## src/rtl/present_dec_ctrl.sv

```systemverilog
// Sequencer in front of the PRESENT_DECRYPT core. It assembles two 32-bit ciphertext words into a
// 64-bit block, starts the core, waits for done (bounded by TIMEOUT), optionally removes the CBC
// chaining and presents the plaintext on a valid/ready output. One block is in flight at a time.
module present_dec_ctrl #(
    parameter int unsigned CBC_EN  = 1,
    parameter int unsigned TIMEOUT = 96
) (
    input  logic        clk,
    input  logic        rst_n,
    input  logic        key_load,
    input  logic [79:0] key_in,
    input  logic        iv_load,
    input  logic [63:0] iv_in,
    input  logic        in_valid,
    output logic        in_ready,
    input  logic [31:0] in_data,
    output logic        out_valid,
    input  logic        out_ready,
    output logic [63:0] out_data,
    output logic        core_load,
    output logic        core_ce,
    output logic [63:0] core_idat,
    output logic [79:0] core_key,
    input  logic [63:0] core_odat,
    input  logic        core_done,
    output logic        busy,
    output logic        err_timeout,
    input  logic        clr_err
);

    // Counter wide enough to hold TIMEOUT-1 even for small TIMEOUT values.
    localparam int unsigned TW = (TIMEOUT > 1) ? $clog2(TIMEOUT) : 1;
    localparam logic [TW-1:0] TCNT_LAST = TW'(TIMEOUT - 1);

    typedef enum logic [2:0] {
        StIdle,
        StW1,
        StLoad,
        StRun,
        StOut
    } state_t;

    state_t        state;
    logic [79:0]   key_reg;
    logic [63:0]   chain;
    logic [63:0]   ct_reg;
    logic [TW-1:0] tcnt;
    logic [63:0]   chain_mask;
    logic          in_acc;
    logic          tcnt_expired;

    // In ECB mode the chain never contributes to the plaintext.
    assign chain_mask   = (CBC_EN != 0) ? chain : 64'h0;
    assign in_acc       = in_valid & in_ready;
    assign tcnt_expired = (tcnt == TCNT_LAST);

    // The core sees the latched block and key directly; both only change while the core is idle.
    assign core_idat = ct_reg;
    assign core_key  = key_reg;
    assign busy      = (state != StIdle);

    // Control FSM: state, datapath registers and registered handshake/core outputs.
    always_ff @(posedge clk or negedge rst_n) begin
        if (!rst_n) begin
            state       <= StIdle;
            key_reg     <= 80'h0;
            chain       <= 64'h0;
            ct_reg      <= 64'h0;
            tcnt        <= '0;
            in_ready    <= 1'b0;
            out_valid   <= 1'b0;
            out_data    <= 64'h0;
            core_load   <= 1'b0;
            core_ce     <= 1'b0;
            err_timeout <= 1'b0;
        end else begin
            unique case (state)
                StIdle: begin
                    // in_ready comes up one cycle after reset release and stays up through W1.
                    in_ready <= 1'b1;
                    if (key_load) begin
                        key_reg <= key_in;
                    end
                    if (iv_load && (CBC_EN != 0)) begin
                        chain <= iv_in;
                    end
                    if (in_acc) begin
                        ct_reg[63:32] <= in_data;
                        state         <= StW1;
                    end
                end

                StW1: begin
                    // Key/IV loads are ignored here: a partial block is held.
                    if (in_acc) begin
                        ct_reg[31:0] <= in_data;
                        in_ready     <= 1'b0;
                        core_load    <= 1'b1;
                        core_ce      <= 1'b1;
                        state        <= StLoad;
                    end
                end

                StLoad: begin
                    core_load <= 1'b0;
                    tcnt      <= '0;
                    state     <= StRun;
                end

                StRun: begin
                    tcnt <= tcnt + 1'b1;
                    if (core_done) begin
                        out_data  <= core_odat ^ chain_mask;
                        out_valid <= 1'b1;
                        core_ce   <= 1'b0;
                        state     <= StOut;
                        if (CBC_EN != 0) begin
                            chain <= ct_reg;
                        end
                    end else if (tcnt_expired) begin
                        // Abort: the block is dropped and the chain keeps its previous value.
                        err_timeout <= 1'b1;
                        core_ce     <= 1'b0;
                        in_ready    <= 1'b1;
                        state       <= StIdle;
                    end
                end

                StOut: begin
                    if (out_ready) begin
                        out_valid <= 1'b0;
                        in_ready  <= 1'b1;
                        state     <= StIdle;
                    end
                end

                default: begin
                    in_ready  <= 1'b0;
                    out_valid <= 1'b0;
                    core_load <= 1'b0;
                    core_ce   <= 1'b0;
                    state     <= StIdle;
                end
            endcase

            // A clear request overrides a timeout raised in the same cycle.
            if (clr_err) begin
                err_timeout <= 1'b0;
            end
        end
    end

endmodule

```

## config.mk

```make
export PLATFORM = sky130hd
export DESIGN_NAME = present_dec_ctrl
export DESIGN_NICKNAME = d
export VERILOG_FILES = /design/src/rtl/present_dec_ctrl.sv
export SDC_FILE = /design/constraint.sdc
export NUM_CORES = 1
export LEC_CHECK = 0
export BUFFER_PORTS_ARGS = -buffer_cell sky130_fd_sc_hd__buf_2
export CAP_MARGIN = 20
export CORE_AREA = 3 3 179 181
export CTS_CLUSTER_DIAMETER = 100
export DETAILED_ROUTE_END_ITERATION = 8
export DIE_AREA = 0 0 182 184
export PLACE_DENSITY = 0.73
export SLEW_MARGIN = 20
export SYNTH_ARGS = -nofsm -noshare
export SYNTH_HDL_FRONTEND = slang
export SYNTH_SLANG_ARGS = --single-unit
```

## constraint.sdc

```tcl
create_clock -name clk -period 5.4 [get_ports clk]
set_input_delay 0.27 -clock clk [delete_from_list [all_inputs] [get_ports clk]]
set_output_delay 0.27 -clock clk [all_outputs]
set_load 0.01 [all_outputs]
```

==> results of run 1 <==
## routing by layer
layer	part of all wire, %	vias to the layer above	global-route usage (%)
met5	0.13	-	0
met2	52	342	36.1
met1	37	4352	22.0
met3	8.6	66	6.29
li1	-	4118	-
met4	2.5	8	5.94
## registers in the layout (all words and copies together), names as in the netlist
signal       count
state            3
out_valid        1
in_ready         1
err_timeout      1
core_ce          1
out_data        64
chain           64
tcnt             7
core_load        1
core_idat       64
core_key        80
## cells in the mapped netlist, types with 2 or more instances
library cell	number
and3b_1	2
nand2_1	73
clkbuf_1	19
mux2i_1	4
nand3b_1	2
buf_4	9
a311oi_1	2
nand4b_1	2
xnor2_1	64
buf_2	13
dfrtp_1	287
mux2_2	263
or3_1	3
nor2_1	5
a21oi_1	5
nand4_1	3
buf_6	6
nand3_1	3
a31oi_1	2
mux2_1	9
o21ai_0	69
nand2b_1	3
inv_1	4
## worst max path at each step
stage                         start                  endpoint  slack, ns  depth (start not counted)
2_1_floorplan  state[1]$_DFFE_PN0P_     chain[10]$_DFFE_PN0P_       3.56                          5
5_1_grt        state[0]$_DFFE_PN0P_  core_key[67]$_DFFE_PN0P_       2.72                          4
3_5_place_dp   state[0]$_DFFE_PN0P_     chain[29]$_DFFE_PN0P_       2.53                          4
6_report       state[0]$_DFFE_PN0P_  core_key[67]$_DFFE_PN0P_       2.82                          4
3_3_place_gp   state[0]$_DFFE_PN0P_     chain[29]$_DFFE_PN0P_       2.60                          4
4_1_cts        state[0]$_DFFE_PN0P_     chain[29]$_DFFE_PN0P_       2.54                          4
## area by class of cell
type                       count  area (um^2)
clock buffer                  49         1010
tap                          396          495
clock inverter                 8         96.3
fill                        2568        13900
sequential                   287         7180
multi-input combinational    529         4620
antenna                        3         7.51
timing repair buffer         554         3270
inverter                       4         15.0
## stage by stage
stage	area, um^2	power [mW]	setup WS, ns	utilization, %	hold slack (ns)
final	16700	9.83	2.82	54.6	0.0200
after global routing	16700	10.5	2.72	54.6	0.00144
after CTS	16700	9.92	2.54	54.5	0.000298
after detailed placement	14700	7.57	2.53	48.1	0.263
after global placement	14700	7.43	2.60	48.1	0.266
after floorplan	12100	6.09	3.56	-	-0.0256
## cells by family after synthesis
kind of cell    after synthesis  share of synthesized area [%]
compound gates               86                           3.96
xor+xnor                     64                           4.64
fa+ha+maj                     1                          0.104
buf+inv                      52                           2.40
flops                       287                           59.4
mux                         276                           25.7
simple gates                102                           3.77
## power breakdown
group	switching, mW	internal, mW	total [mW]
Clock	0.872	1.39	2.26
Combinational	1.71	1.94	3.65
Sequential	0.705	3.21	3.92
==> results_dict.tcl, run 1 <==
set metrics [dict create \
    final_cells 1830 \
    synth_cells 868 \
    drt-total-wl_mm 34.0 \
    reg2reg_slack_ns 2.82 \
    slew_headroom_pct 27.8 \
    finalSetupViolCount 0 \
    ios 462 \
    synthArstFlopShare_pct 100 \
    grt_antenna_before_repair 8 \
    clkTransAtPathRegs_ns 0.06 \
    ant_nets 0 \
    hold_class "in -> reg" \
    final-hold-violation-count 0 \
    placed_cells 1685 \
    cts_resized 0 \
    yosys_warnings 0 \
    cts_hold_buf 84 \
    cp-start-kind "register" \
    ys.flop_type "dfrtp_1" \
    clock_skew_ns 0.0108 \
    timing.final.crit_share_pct 47.8 \
    critical_path.cell_chain "or3_1 > nor2_4 > buf_4 > mux2_2" \
    synth_edf_count 0 \
    fp.dieW_um 182 \
    cts_tree "yes" \
    worstHoldEndpoint "core_key[33]$_DFFE_PN0P_" \
    rsz0062_at_grt "false" \
    cp_max_fo 80 \
    port-buffer-count 461 \
    cp-end-kind "register" \
    fmax_ghz 0.387 \
    period_needed_ns 2.58 \
    core_um2 30600 \
    final_nets 1659 \
    grt_max_degree 151 \
    crit_buf_inv 1 \
    synth-seq-cells 287 \
    drv_slew 0 \
    synthTopCellsByArea "dfrtp_1 (59%), mux2_2 (25%), xnor2_1 (4.6%)" \
    cpPeakStageDelay_ns 0.76 \
    cts.sinks 287 \
    synth_top_area_cell "dfrtp_1" \
    num_rows 64 \
    area_growth_pct 38.2 \
    post_drt_wl_per_cell_um 18.6 \
    die_area_um2 33500 \
    numCtsBuffers 34 \
    grt_use_total_pct 19.7 \
    place_congestion 0.797 \
    tightestPinTransition_ns 1.08 \
    power.leakage_nw 7.92 \
    critPathSlowestCell "buf_4" \
    h-tree-depth 2 \
    num_vias 8886 \
    r2r_end "core_key[67]$_DFFE_PN0P_" \
    syn_nets 1117 \
    critPathKind "reg -> reg" \
    die_h_um 184 \
    layout_commonest_cell "buf_2" \
    holdPathStages 2 \
    synthDistinctLibCells 39 \
    synth.avg_cell_area_um2 13.9 \
    grt_pass1_vias 9656 \
    synth-seq-area-share_pct 59.4 \
    powerDensity_nw_per_um2 589 \
    clockRootBuffer "clkbuf_16" \
    setup-tns-final_ns 0 \
    vdd_drop_max_uv 387 \
    reg2reg_from "state[0]$_DFFE_PN0P_" \
    outcome "completed" \
    worst_r2r_path_depth 4 \
    cts_setup_buffers 0 \
    grt_pass1_wl_mm 52.6 \
    dp_hpwl_mm 23.9 \
    remaining_drc_errors 0 \
    final_layout_size_suffix_gt1_share_pct 55.0 \
    vias_per_cell 4.86 \
    yosys.area.top_type_share_pct 59.4 \
    synth_area_um2 12100 \
    final_cell_mix "buf_2 (460), dfrtp_1 (287), mux2_2 (263)" \
    grt_remaining_overflow 0 \
    drt_iter0_drc 229 \
    max-cap-violations 0 \
    crit_required_ns 5.77 \
    first_pass_iters 4 \
    crit_arrival_ns 2.96 \
    cp_top_family "buffers and inverters" \
    clock_latency_ns 0.50 \
    initial_utilization_pct 39.5 \
    clk_path_buf_depth 3 \
    min-delay-start "key_in[33]" \
]
Note: power is estimated with default switching activity, not from simulation.
==> run 2: changes to the inputs <==
--- a/config.mk
+++ b/config.mk
@@ -7,11 +7,11 @@
 export LEC_CHECK = 0
 export BUFFER_PORTS_ARGS = -buffer_cell sky130_fd_sc_hd__buf_2
 export CAP_MARGIN = 20
-export CORE_AREA = 3 3 179 181
+export CORE_AREA = 3 3 180 182
 export CTS_CLUSTER_DIAMETER = 100
 export DETAILED_ROUTE_END_ITERATION = 8
-export DIE_AREA = 0 0 182 184
-export PLACE_DENSITY = 0.73
+export DIE_AREA = 0 0 183 185
+export PLACE_DENSITY = 0.75
 export SLEW_MARGIN = 20
 export SYNTH_ARGS = -nofsm -noshare
 export SYNTH_HDL_FRONTEND = slang
==> constraint.sdc (replaced) <==
create_clock -name clk -period 2.3 [get_ports clk]
set_input_delay 0.115 -clock clk [delete_from_list [all_inputs] [get_ports clk]]
set_output_delay 0.115 -clock clk [all_outputs]
set_load 0.01 [all_outputs]
==> run 2 against run 1 <==
  * Total power increased by 150%
  * Critical path depth unchanged
  * Fmax increased by 36%
  * Routed wire length increased by 17%
  * Via count increased by 10%
  * Setup slack got worse by 2.4 ns
  * Clock skew increased by 0.0073 ns
  * Critical endpoint is now chain[49]$_DFFE_PN0P_
  * Largest power group unchanged
  * Highest routed layer unchanged
==> results_dict.tcl, run 2 (same netlist as run 1, synthesis figures left out) <==
set metrics [dict create \
    grt_max_degree 80 \
    critPathKind "reg -> reg" \
    grt_remaining_overflow 0 \
    die_h_um 185 \
    layout_commonest_cell "buf_2" \
    n_fill_cell 2254 \
    drv_slew 0 \
    num_rows 64 \
    vdd_drop_max_uv 808 \
    fp.dieW_um 183 \
    final-hold-violation-count 0 \
    area_growth_pct 53.9 \
    remaining_drc_errors 0 \
    h-tree-depth 2 \
    power_mw 24.5 \
    grt_pass1_wl_mm 60.9 \
    drt_iter0_drc 395 \
    numCtsBuffers 34 \
    post_drt_wl_per_cell_um 19.8 \
    ant_nets 0 \
    period_needed_ns 1.90 \
    clk_path_buf_depth 3 \
    final_cells 2005 \
    grt_use_total_pct 22.9 \
    grt_pass1_vias 10700 \
    dp_hpwl_mm 25.2 \
    ios 462 \
    finalSetupViolCount 0 \
    final_nets 1825 \
    place_congestion 0.834 \
    slew_headroom_pct 60.7 \
    clkTransAtPathRegs_ns 0.06 \
    final_layout_size_suffix_gt1_share_pct 50.4 \
    setup-tns-final_ns 0 \
    largest_reg_flops 80 \
    crit_arrival_ns 2.28 \
    vias_per_cell 4.89 \
    core_um2 30700 \
    cts_tree "yes" \
    outcome "completed" \
    die_area_um2 33900 \
    num_vias 9811 \
    max-cap-violations 0 \
    crit_required_ns 2.68 \
    cts.sinks 287 \
    powerDensity_nw_per_um2 1320 \
    drt-total-wl_mm 39.8 \
    clock_skew_ns 0.0181 \
    first_pass_iters 5 \
    port-buffer-count 461 \
    power.leakage_nw 8.75 \
    grt_antenna_before_repair 6 \
    placed_cells 1697 \
    cts_resized 0 \
    cp-end-kind "register" \
    tightestPinTransition_ns 0.589 \
    cp_max_fo 36 \
    fmax_ghz 0.528 \
    clock_latency_ns 0.50 \
    cp-start-kind "register" \
    timing.final.crit_share_pct 82.4 \
    rsz0062_at_grt "false" \
    clockRootBuffer "clkbuf_16" \
    initial_utilization_pct 39.3 \
    final_cell_mix "buf_2 (460), dfrtp_1 (287), mux2_2 (263)" \
    hold_class "in -> reg" \
]
[run 2: cell count changes in the layout (fill, tap and decap cells not counted), moves of 4 or more]
cell and delta:
diode_2 +4, bufinv_16 +4, clkbuf_1 -5, dlygate4sd3_1 +155, clkinv_2 +4, buf_12 +10
[run 2: path summary, 6_finish.rpt]
path	startpoint	to	slack (ns)	depth (start not counted)
setup reg to reg	state[0]$_DFFE_PN0P_	chain[49]$_DFFE_PN0P_	0.40	4
setup / recovery	state[0]$_DFFE_PN0P_	chain[49]$_DFFE_PN0P_	0.40	4
hold reg to reg	out_data[30]$_DFFE_PN0P_	out_data[30]$_DFFE_PN0P_	0.47	2
min in group asynchronous	rst_n	core_idat[24]$_DFFE_PN0P_	0.17	2
max in group asynchronous	rst_n	core_key[37]$_DFFE_PN0P_	1.33	3
hold / removal	iv_in[52]	chain[52]$_DFFE_PN0P_	0.04	3
[run 2: routing by layer]
| layer | vias to the layer above | part of all wire (%) | GRT usage (%) |
|---|---|---|---|
| met3 | 100 | 7.6 | 6.25 |
| met5 | - | 0.033 | 0 |
| met2 | 454 | 52 | 40.8 |
| met4 | 2 | 3.9 | 9.90 |
| li1 | 4457 | - | - |
| met1 | 4798 | 37 | 25.8 |
[run 2: final cells by class]
| class | count | area, um^2 | area share, % |
|---|---|---|---|
| diodes | 7 | 17.5 | 0.0942 |
| clock buffers | 45 | 1010 | 5.41 |
| clock inverters | 17 | 248 | 1.33 |
| inverters | 4 | 15.0 | 0.0807 |
| multi-input cells | 529 | 4620 | 24.9 |
| flip-flops and latches | 287 | 7180 | 38.6 |
| well taps | 396 | 495 | 2.66 |
| repair buffers | 720 | 5010 | 26.9 |
[run 2: stage by stage]
stage	hold slack [ns]	setup slack (ns)	area, um^2	utilization [%]
2_1_floorplan	-0.181	0.464	12100	-
6_report	0.0380	0.405	18600	60.5
5_1_grt	0.0175	0.343	18600	60.5
3_3_place_gp	0.131	0.457	14900	48.6
3_5_place_dp	0.143	0.436	14900	48.6
4_1_cts	0.00248	0.412	18600	60.4
[run 2: critical path, cell delays in order, from the launching register on]
cell     delay (ns)
dfrtp_1        0.43
or3b_1         0.44
a21oi_4        0.24
buf_12         0.25
mux2_2         0.37
[run 2: timing repair]
| item | 4_1_cts | 5_1_grt |
|---|---|---|
| endpoints found under the hold margin | 333 | 0 |
| hold buffers | 239 | 0 |
| setup buffers | 0 | 0 |
[run 2: power breakdown]
group	total (mW)	internal (mW)	leakage, nW	switching [mW]
registers	9.30	7.54	3.47	1.76
logic	9.26	4.85	4.66	4.41
clock network	5.96	3.77	0.622	2.19
total	24.5	16.2	8.75	8.36
